## src/rtl/sobel_defs_pkg.sv

```systemverilog
// Shared defaults for the Sobel path: pixel width, image size and
// the slot layout of the packed 3x3 window.
package sobel_defs;

    localparam int SOBEL_DATA_W  = 8;
    localparam int SOBEL_LARGURA = 64;
    localparam int SOBEL_ALTURA  = 64;

    // Slot k occupies janela[k*DATA_W +: DATA_W]; p00 sits in the top slot.
    localparam int S00 = 8;
    localparam int S01 = 7;
    localparam int S02 = 6;
    localparam int S10 = 5;
    localparam int S11 = 4;
    localparam int S12 = 3;
    localparam int S20 = 2;
    localparam int S21 = 1;
    localparam int S22 = 0;

    localparam int P00 = S00 * SOBEL_DATA_W;
    localparam int P01 = S01 * SOBEL_DATA_W;
    localparam int P02 = S02 * SOBEL_DATA_W;
    localparam int P10 = S10 * SOBEL_DATA_W;
    localparam int P11 = S11 * SOBEL_DATA_W;
    localparam int P12 = S12 * SOBEL_DATA_W;
    localparam int P20 = S20 * SOBEL_DATA_W;
    localparam int P21 = S21 * SOBEL_DATA_W;
    localparam int P22 = S22 * SOBEL_DATA_W;

    function automatic int win_slot(input int r, input int c);
        return 8 - (3 * r + c);
    endfunction

    function automatic int win_offset(input int r, input int c, input int w);
        return win_slot(r, c) * w;
    endfunction

endpackage

```

## src/rtl/sobel_buffer_linha.sv

```systemverilog
// One image row of storage addressed by column; a read in the same
// cycle as a write to that column returns the previous contents.
module sobel_buffer_linha
    import sobel_defs::*;
#(
    parameter int LARGURA = SOBEL_LARGURA,
    parameter int DATA_W  = SOBEL_DATA_W,
    localparam int ADDR_W = (LARGURA > 1) ? $clog2(LARGURA) : 1
) (
    input  logic              clock,
    input  logic              we,
    input  logic [ADDR_W-1:0] addr,
    input  logic [DATA_W-1:0] din,
    output logic [DATA_W-1:0] dout
);

    // Contents are never reset: rows 0/1 of a frame are masked downstream.
    logic [DATA_W-1:0] mem_q [LARGURA];

    always_ff @(posedge clock) begin
        if (we) begin
            mem_q[addr] <= din;
        end
    end

    assign dout = mem_q[addr];

endmodule

```

## src/rtl/sobel_janela_3x3.sv

```systemverilog
// Streaming 3x3 window generator: two line buffers, a shifting window
// register and a single output stage with valid/ready handshake.
module sobel_janela_3x3
    import sobel_defs::*;
#(
    parameter int LARGURA = SOBEL_LARGURA,
    parameter int ALTURA  = SOBEL_ALTURA,
    parameter int DATA_W  = SOBEL_DATA_W
) (
    input  logic                clock,
    input  logic                reset,
    input  logic [DATA_W-1:0]   pixel_in,
    input  logic                pixel_valid,
    output logic                pixel_ready,
    output logic [9*DATA_W-1:0] janela,
    output logic                janela_valid,
    input  logic                janela_ready,
    output logic                fim_imagem
);

    localparam int COL_W = (LARGURA > 1) ? $clog2(LARGURA) : 1;
    localparam int ROW_W = (ALTURA > 1) ? $clog2(ALTURA) : 1;
    localparam logic [COL_W-1:0] COL_MAX = COL_W'(LARGURA - 1);
    localparam logic [ROW_W-1:0] ROW_MAX = ROW_W'(ALTURA - 1);

    logic [COL_W-1:0]         col_q;
    logic [COL_W-1:0]         col_d;
    logic [ROW_W-1:0]         row_q;
    logic [ROW_W-1:0]         row_d;
    logic [8:0][DATA_W-1:0]   win_q;
    logic [8:0][DATA_W-1:0]   win_d;
    logic                     valid_q;
    logic                     valid_d;
    logic                     fim_q;
    logic                     fim_d;

    logic                     acc;
    logic                     last_pix;
    logic                     win_ok;
    logic [DATA_W-1:0]        lb0_rd;
    logic [DATA_W-1:0]        lb1_rd;

    assign pixel_ready = !valid_q || janela_ready;
    assign acc         = pixel_valid && pixel_ready;
    assign last_pix    = (row_q == ROW_MAX) && (col_q == COL_MAX);
    // Columns 0/1 mix the previous row, rows 0/1 hold stale line data.
    assign win_ok      = (row_q >= ROW_W'(2)) && (col_q >= COL_W'(2));

    sobel_buffer_linha #(
        .LARGURA (LARGURA),
        .DATA_W  (DATA_W)
    ) u_lb0 (
        .clock (clock),
        .we    (acc),
        .addr  (col_q),
        .din   (pixel_in),
        .dout  (lb0_rd)
    );

    sobel_buffer_linha #(
        .LARGURA (LARGURA),
        .DATA_W  (DATA_W)
    ) u_lb1 (
        .clock (clock),
        .we    (acc),
        .addr  (col_q),
        .din   (lb0_rd),
        .dout  (lb1_rd)
    );

    always_comb begin
        col_d = col_q;
        row_d = row_q;
        if (acc) begin
            if (col_q == COL_MAX) begin
                col_d = '0;
                if (row_q == ROW_MAX) begin
                    row_d = '0;
                end else begin
                    row_d = row_q + ROW_W'(1);
                end
            end else begin
                col_d = col_q + COL_W'(1);
            end
        end
    end

    always_comb begin
        win_d = win_q;
        if (acc) begin
            for (int r = 0; r < 3; r++) begin
                win_d[win_slot(r, 0)] = win_q[win_slot(r, 1)];
                win_d[win_slot(r, 1)] = win_q[win_slot(r, 2)];
            end
            win_d[S02] = lb1_rd;
            win_d[S12] = lb0_rd;
            win_d[S22] = pixel_in;
        end
    end

    always_comb begin
        valid_d = valid_q;
        fim_d   = fim_q;
        if (acc) begin
            valid_d = win_ok;
            fim_d   = last_pix;
        end else if (janela_ready) begin
            valid_d = 1'b0;
            fim_d   = 1'b0;
        end
    end

    always_ff @(posedge clock or posedge reset) begin
        if (reset) begin
            col_q   <= '0;
            row_q   <= '0;
            win_q   <= '0;
            valid_q <= 1'b0;
            fim_q   <= 1'b0;
        end else begin
            col_q   <= col_d;
            row_q   <= row_d;
            win_q   <= win_d;
            valid_q <= valid_d;
            fim_q   <= fim_d;
        end
    end

    assign janela       = win_q;
    assign janela_valid = valid_q;
    assign fim_imagem   = fim_q;

endmodule

```

## config.mk

```make
export PLATFORM = sky130hd
export DESIGN_NAME = sobel_janela_3x3
export DESIGN_NICKNAME = d
export VERILOG_FILES = /design/src/rtl/sobel_defs_pkg.sv /design/src/rtl/sobel_buffer_linha.sv /design/src/rtl/sobel_janela_3x3.sv
export SDC_FILE = /design/constraint.sdc
export NUM_CORES = 1
export LEC_CHECK = 0
export ABC_AREA = 1
export CAP_MARGIN = 20
export CORE_MARGIN = 2
export CORE_UTILIZATION = 50
export CTS_BUF_LIST = sky130_fd_sc_hd__clkbuf_4 sky130_fd_sc_hd__clkbuf_8
export CTS_CLUSTER_DIAMETER = 60
export DETAILED_ROUTE_END_ITERATION = 8
export HOLD_SLACK_MARGIN = 0.08
export PLACE_DENSITY_LB_ADDON = 0.05
export SYNTH_ARGS = -nofsm -noshare
export SYNTH_HDL_FRONTEND = slang
export SYNTH_SLANG_ARGS = --single-unit
```

## constraint.sdc

```tcl
create_clock -name clock -period 5.9 [get_ports clock]
set_clock_uncertainty 0.2 [all_clocks]
set_input_delay 0.885 -clock clock [delete_from_list [all_inputs] [get_ports clock]]
set_output_delay 0.885 -clock clock [all_outputs]
set_load 0.05 [all_outputs]
```

## After elaboration in Yosys (flattened, before gate mapping)

Memories as Yosys holds them, arrays and structs flattened. A register that Yosys moved wholly into a read port is not among the register bits.
Index checks and enable logic that the tools add are counted.

| cells by class | value |
|---|---|
| $add $sub $neg | 2 |
| $lt $le $gt $ge | 2 |
| equality and inequality tests | 2 |
| multiplexer cells | 7 |
| reductions and logical operators | 7 |

Operator list:

| kind | count |
|---|---|
| 6-bit by 1-bit adder with 6-bit output, second input constant | 2 |
| 6-bit equality test, second input constant | 2 |
| 6-bit by 2-bit >= comparator with 1-bit output, second input constant | 2 |
| 6-bit 2-to-1 mux | 2 |
| 1-bit 2-to-1 mux | 5 |
| 1-bit logical AND | 3 |
| 2-bit AND reduction | 1 |
| 2-bit nonzero test | 1 |
| 1-bit zero test | 1 |
| 1-bit logical OR | 1 |

| storage, ports and cells | value |
|---|---|
| flip-flop bits (word level) | 78 |
| memory bits (writable) | 1024 |
| input port bits | 12 |
| memories kept | 2 |

Memory list:

| memory | depth | bits a word | rd ports | clocked after Yosys merged registers in | wr ports | RTL line | source |
|---|---|---|---|---|---|---|---|
| u_lb0.mem_q | 64 | 8 | 1 | 0 | 1 | sobel_buffer_linha.sv:18 | `logic [DATA_W-1:0] mem_q [LARGURA];` |
| u_lb1.mem_q | 64 | 8 | 1 | 1 | 1 | sobel_buffer_linha.sv:18 |  |

## Longest topological paths before layout

| logic depth | value |
|---|---|
| word-level depth | 5 |
| mapped depth | 16 |
| gate-level depth less buffers | 13 |

## Modules after synthesis

From an unflattened synthesis, not the netlist that was laid out.

| second synthesis, totals | value |
|---|---|
| cell total of the unflattened synthesis | 4714 |
| area, all modules | 47221.5 um^2 |

By module, submodules not included:

| module | instances | cells an instance | area an instance (um^2) | seq. area each (um^2) |
|---|---|---|---|---|
| sobel_buffer_linha | 2 | 2159 | 21884.7 | 15374.7 |
| sobel_janela_3x3 | 1 | 396 | 3452.1 | 2152.1 |

## Least setup slack after synthesis

Ideal clock, no wire load.

| path | value |
|---|---|
| path type | input-to-reg |
| start | in janela_ready |
| end | mem u_lb0.mem_q[13][0] (netlist name) (enable) |
| library setup time | 0.389 ns |
| data arrival time | 2.836 ns |
| required time | 5.312 ns |
| path slack | 2.476 ns |
| stages | 7 |
| path buffers | 1 |
| path through | inv_1 nand2_1 nand2_1 inv_2 buf_2 nand3_1 nor2_1 |

| between the ends | value |
|---|---|
| word-level cells in the longest chain between the ends | 4 |

RTL lines:

| element | RTL line | source |
|---|---|---|
| from (decl) | sobel_janela_3x3.sv:17 | `input logic janela_ready,` |
| 1-bit logical OR | sobel_janela_3x3.sv:43 | `assign pixel_ready = !valid_q \|\| janela_ready;` |
| via pixel_ready | sobel_janela_3x3.sv:14 | `output logic pixel_ready,` |
| 1-bit logical AND | sobel_janela_3x3.sv:44 | `assign acc = pixel_valid && pixel_ready;` |
| 1-bit 2-to-1 mux | sobel_buffer_linha.sv:21 | `if (we) begin` |
| 1-bit 2-to-1 mux (implied by the code) | sobel_buffer_linha.sv:22 | `mem_q[addr] <= din;` |
| to (decl) | sobel_buffer_linha.sv:18 |  |

The timed path passes the listed nets, and every way through them passes these cells.

## Worst setup path in the final report

| path | value |
|---|---|
| start | reg col_q[0] |
| end | mem u_lb1.mem_q[36][0] (netlist name), data pin |

| between the ends | value |
|---|---|
| word-level cells in the longest chain between the ends | 1 |

RTL lines:

| element | RTL line | source |
|---|---|---|
| from (decl) | sobel_janela_3x3.sv:26 | `logic [COL_W-1:0] col_q;` |
| from (signal assigned) | sobel_janela_3x3.sv:121 | `col_q <= col_d;` |
| memory 64 x 8 bit | - |  |
| via lb0_rd[0] | sobel_janela_3x3.sv:40 | `logic [DATA_W-1:0] lb0_rd;` |
| to (decl) | sobel_buffer_linha.sv:18 |  |

The timed path passes the listed nets, and every way through them passes these cells.

==> results by group <==
Synth
  – Largest family of logic cells by synthesized area: simple AND/OR/NAND/NOR gates
  – Nets in the synthesized netlist: 4650
  – Top area cells in the synthesized netlist: edfxtp_1, nand2_1, dfrtp_1
  – Adder-cell share of the synthesized area: less than 1%
  – Proportion of synthesized chip area in sequential cells: 70.8%
  – Flip-flop and latch count after synthesis: 1110
  – Ys Warns: 0
  – Top cell type by total area after synthesis: edfxtp_1
  – Post-synthesis simple-gate area fraction: 26.0%
  – Post-Synthesis Mean Instance Area: 10.0 um2
  – Synthesized-area fraction occupied by xor and xnor cells: less than 1%
  – Number of instances in the synthesized netlist: roughly 4600
  – Multiplexer fraction of the synthesized cell area: 0%
  – Compound-cell area share of the yosys netlist: less than 1%
  – Post-Synthesis Cell Area: 46500 um2
  – Library cells used by synthesis: 29
  – Yosys top cell area share: 66.1%

Power and ir drop
  – Pwr dens: 509 nW/um2
  – P_leak: 22.7 nW
  – Internal power summed over all cells: 16.2 mW
  – Clock group share of total power: approximately a quarter
  – Sequential share of power: 40.4%
  – Switching Share: 39.6%
  – Switching pwr: between 10 and 15 mW
  – Combinational fraction of design power: approximately a third
  – Max rail drop VDD: 0.000333 V

Layout
  – Layout net count: 4841
  – # fillers: approximately 8100
  – Final standard cell count with taps included and fillers excluded: roughly 6200
  – Final design instance area without fill: 52800 um2
  – Area delta synth->final: 13.5%
  – Register area: between 30000 and 40000 um2
  – Most common library cell in the layout ignoring fill and taps: nand2_1
  – Combined area of the multi-input logic cells: 12400 um2
  – Commonest cells after routing, fill and taps aside: nand2_1, edfxtp_1, clkbuf_8
  – Share of post-route cells with drive strength above 1: 9.39%

STA
  – Slew at the pin closest to its max-slew limit: 1.07 ns
  – Worst slew slack as a fraction of its limit: 28.7%
  – Number of hold violations in the final report: 0
  – Final TNS setup: 0 ns
  – Worst hold margin: 0.277 ns
  – Final critical path time including I/O delays and setup: 4.51 ns
  – RSZ-0062 raised after global routing: no
  – Max-slew violations: 0
  – Total setup violations reported at the end of the flow: 0
  – Max Freq: 222 MHz
  – Period utilization: roughly three quarters

Place
  – Number of instances in the placed design: 5882
  – Weighted congestion reported at the end of routability-driven placement: around 0.88
  – Detailed Place HPWL: 72.5 mm
  – Cell area reported after detailed placement: 49200 um2
  – Total of buffers placed on input and output ports: 86

Floorplanning
  – Full die area: around 95000 um2
  – Area of the core: roughly 92000 um2
  – Effective utilization at floorplan: 50.6%
  – Die span in y: between 300 and 400 um
  – Total I/O pin count: 87
  – Chip Width: 309 um
  – Cell row count: 111

Clock tree
  – Number of gates given a new drive strength after cts: 0
  – CTS max path bufs: 3
  – Number of buffers added by the clock tree synthesis step: 183
  – Clock root buffer: clkbuf_8
  – Clock tree from TritonCTS: yes
  – Count of clock tree sinks: 1110
  – Post-CTS clock slew at the launch and capture registers of the worst setup and hold paths: 0.06 ns
  – H-tree depth: 4
  – Setup Buffers After CTS: 0
  – Clk Latency, worst-skew pair: 0.85 ns

Route
  – Met3 wire length: 9.09 mm
  – Residual DRC: 0
  – Vias per Instance: 5.15
  – Post-route met1 wirelength: 57.2 mm
  – Routed length on met2: 60.2 mm
  – Drt wl/cell: around 21 um
  – Total routed wirelength: 130 mm
  – Highest metal layer used by the detailed router: met4
  – Detailed-router iteration count before antenna repair: 6
  – Routed vias: about 32000
  – Starting DRC count in detailed routing: 3182
  – Post-route ant nets: 0

Global routing
  – Total overflow reported by the global router: 0
  – Number of global-route vias before repair: about 30000
  – Tot GR Track Use: approximately 28%
  – Antenna violations before repair: 3
  – Global-route wire length before repair: roughly 190 mm
  – Pin count of the biggest net entering global routing: 121

Critical path
  – Element type at the critical path start: register
  – Worst Reg2Reg Path Length in Cells: 13
  – Data arrival time of the worst path: 4.85 ns
  – Required time worst endpoint: 6.24 ns
  – Path type of the worst setup path: reg -> reg
  – Setup crit end kind: register
  – Maximum fanout encountered on the critical timing path: 117

Hold path
  – Worst hold stages: 2
  – HP Class: reg -> reg

Flow run
  – Number of violations of the max-capacitance limit: 0

Outcome
  – Result of the run: completed
-- sequential cells by signal (all words and copies together), names as in the netlist --
| signal | count |
|---|---|
| u_lb0.mem_q | 512 |
| u_lb1.mem_q | 512 |
| janela | 72 |
| row_q | 6 |
| janela_valid | 1 |
| fim_imagem | 1 |
| col_q | 6 |
-- critical path: stages (launching register included) --
cell and delay [ns]:
dfrtp_4 0.83, inv_8 0.36, buf_4 0.35, nand2_1 0.06, nand2_1 0.04, nand2_1 0.05
nand2_1 0.05, nand2_1 0.07, nand2_1 0.08, nand2_1 0.18, nand2_1 0.08, nor2_1 0.53
nand2_2 0.65, buf_4 0.46
-- final timing paths --
kind / from / end / slack [ns]
setup / recovery: col_q[0] / u_lb1.mem_q[36][0] / 1.39
hold / removal: janela[23] / janela[23] / 0.28
setup reg to reg: col_q[0] / u_lb1.mem_q[36][0] / 1.39
hold reg to reg: janela[23] / janela[23] / 0.28
max in group asynchronous: reset / col_q[2] / 4.08
min in group asynchronous: reset / janela[39] / 0.31
-- Yosys cell counts --
cell / instances
a31oi_1: 1
o21ai_0: 17
o211ai_1: 2
nor3_1: 1
buf_4: 7
nor2_1: 117
a21oi_1: 1
nor2_4: 2
clkbuf_1: 66
nand3_1: 26
xor2_1: 3
o21ai_1: 3
or2_1: 4
buf_2: 121
edfxtp_1: 1024
nor3b_1: 1
or2_0: 1
nor3_2: 2
dfrtp_1: 86
nor4_1: 1
buf_1: 28
nand3_2: 1
nand2_1: 3041
xnor2_1: 2
ha_1: 4
inv_1: 63
a31o_2: 1
inv_2: 6
nand4_1: 2
-- layer usage --
metal,GRT usage [%],vias up
met4,9.39,0
met2,43.8,1109
met1,39.0,15400
li1,-,15300
met3,4.69,223
met5,0,-
-- through the flow --
step                      total power, mW  worst slack [ns]  utilization [%]
after floorplan                      16.5              2.48                -
after global placement               20.3              1.45             53.5
after detailed placement             20.4              1.45             53.5
after CTS                            27.0              1.43             57.4
after global routing                 28.3              1.19             57.4
final                                26.9              1.39             57.4
-- cell type report --
| type | count | share of cell area, % |
|---|---|---|
| clock inverter | 72 | 0.782 |
| clock buffer | 261 | 6.05 |
| antenna | 4 | 0.0190 |
| sequential | 1110 | 62.4 |
| inverter | 69 | 0.526 |
| tap | 1243 | 2.95 |
| multi-input combinational | 3233 | 23.4 |
| timing repair buffer | 228 | 3.89 |
-- power by group through the flow --
| stage | clock network [mW] | registers [mW] | logic (mW) |
|---|---|---|---|
| floorplan | 0 | 11.5 | 4.97 |
| global placement | 0 | 11.0 | 9.36 |
| detailed placement | 0 | 11.0 | 9.37 |
| CTS | 6.78 | 10.8 | 9.40 |
| global route | 7.13 | 10.9 | 10.3 |
| finish | 6.66 | 10.8 | 9.37 |
-- repair_timing --
item / CTS / global route
endpoints found under the hold margin: 3 / 0
setup endpoints to repair: 0 / 0
hold buffers: 1 / 0
-- cell families (layout without fill, tap and decap cells) --
family	after synthesis	count (layout)
DFF	1110	1110
xor gates and xnor gates	5	5
AOI/OAI and AO/OA	25	25
and+or+nand+nor	3199	3199
other	0	4
buffers and inverters	291	630
adders and majority gates	4	4
Power figures use the tool's default switching activity.
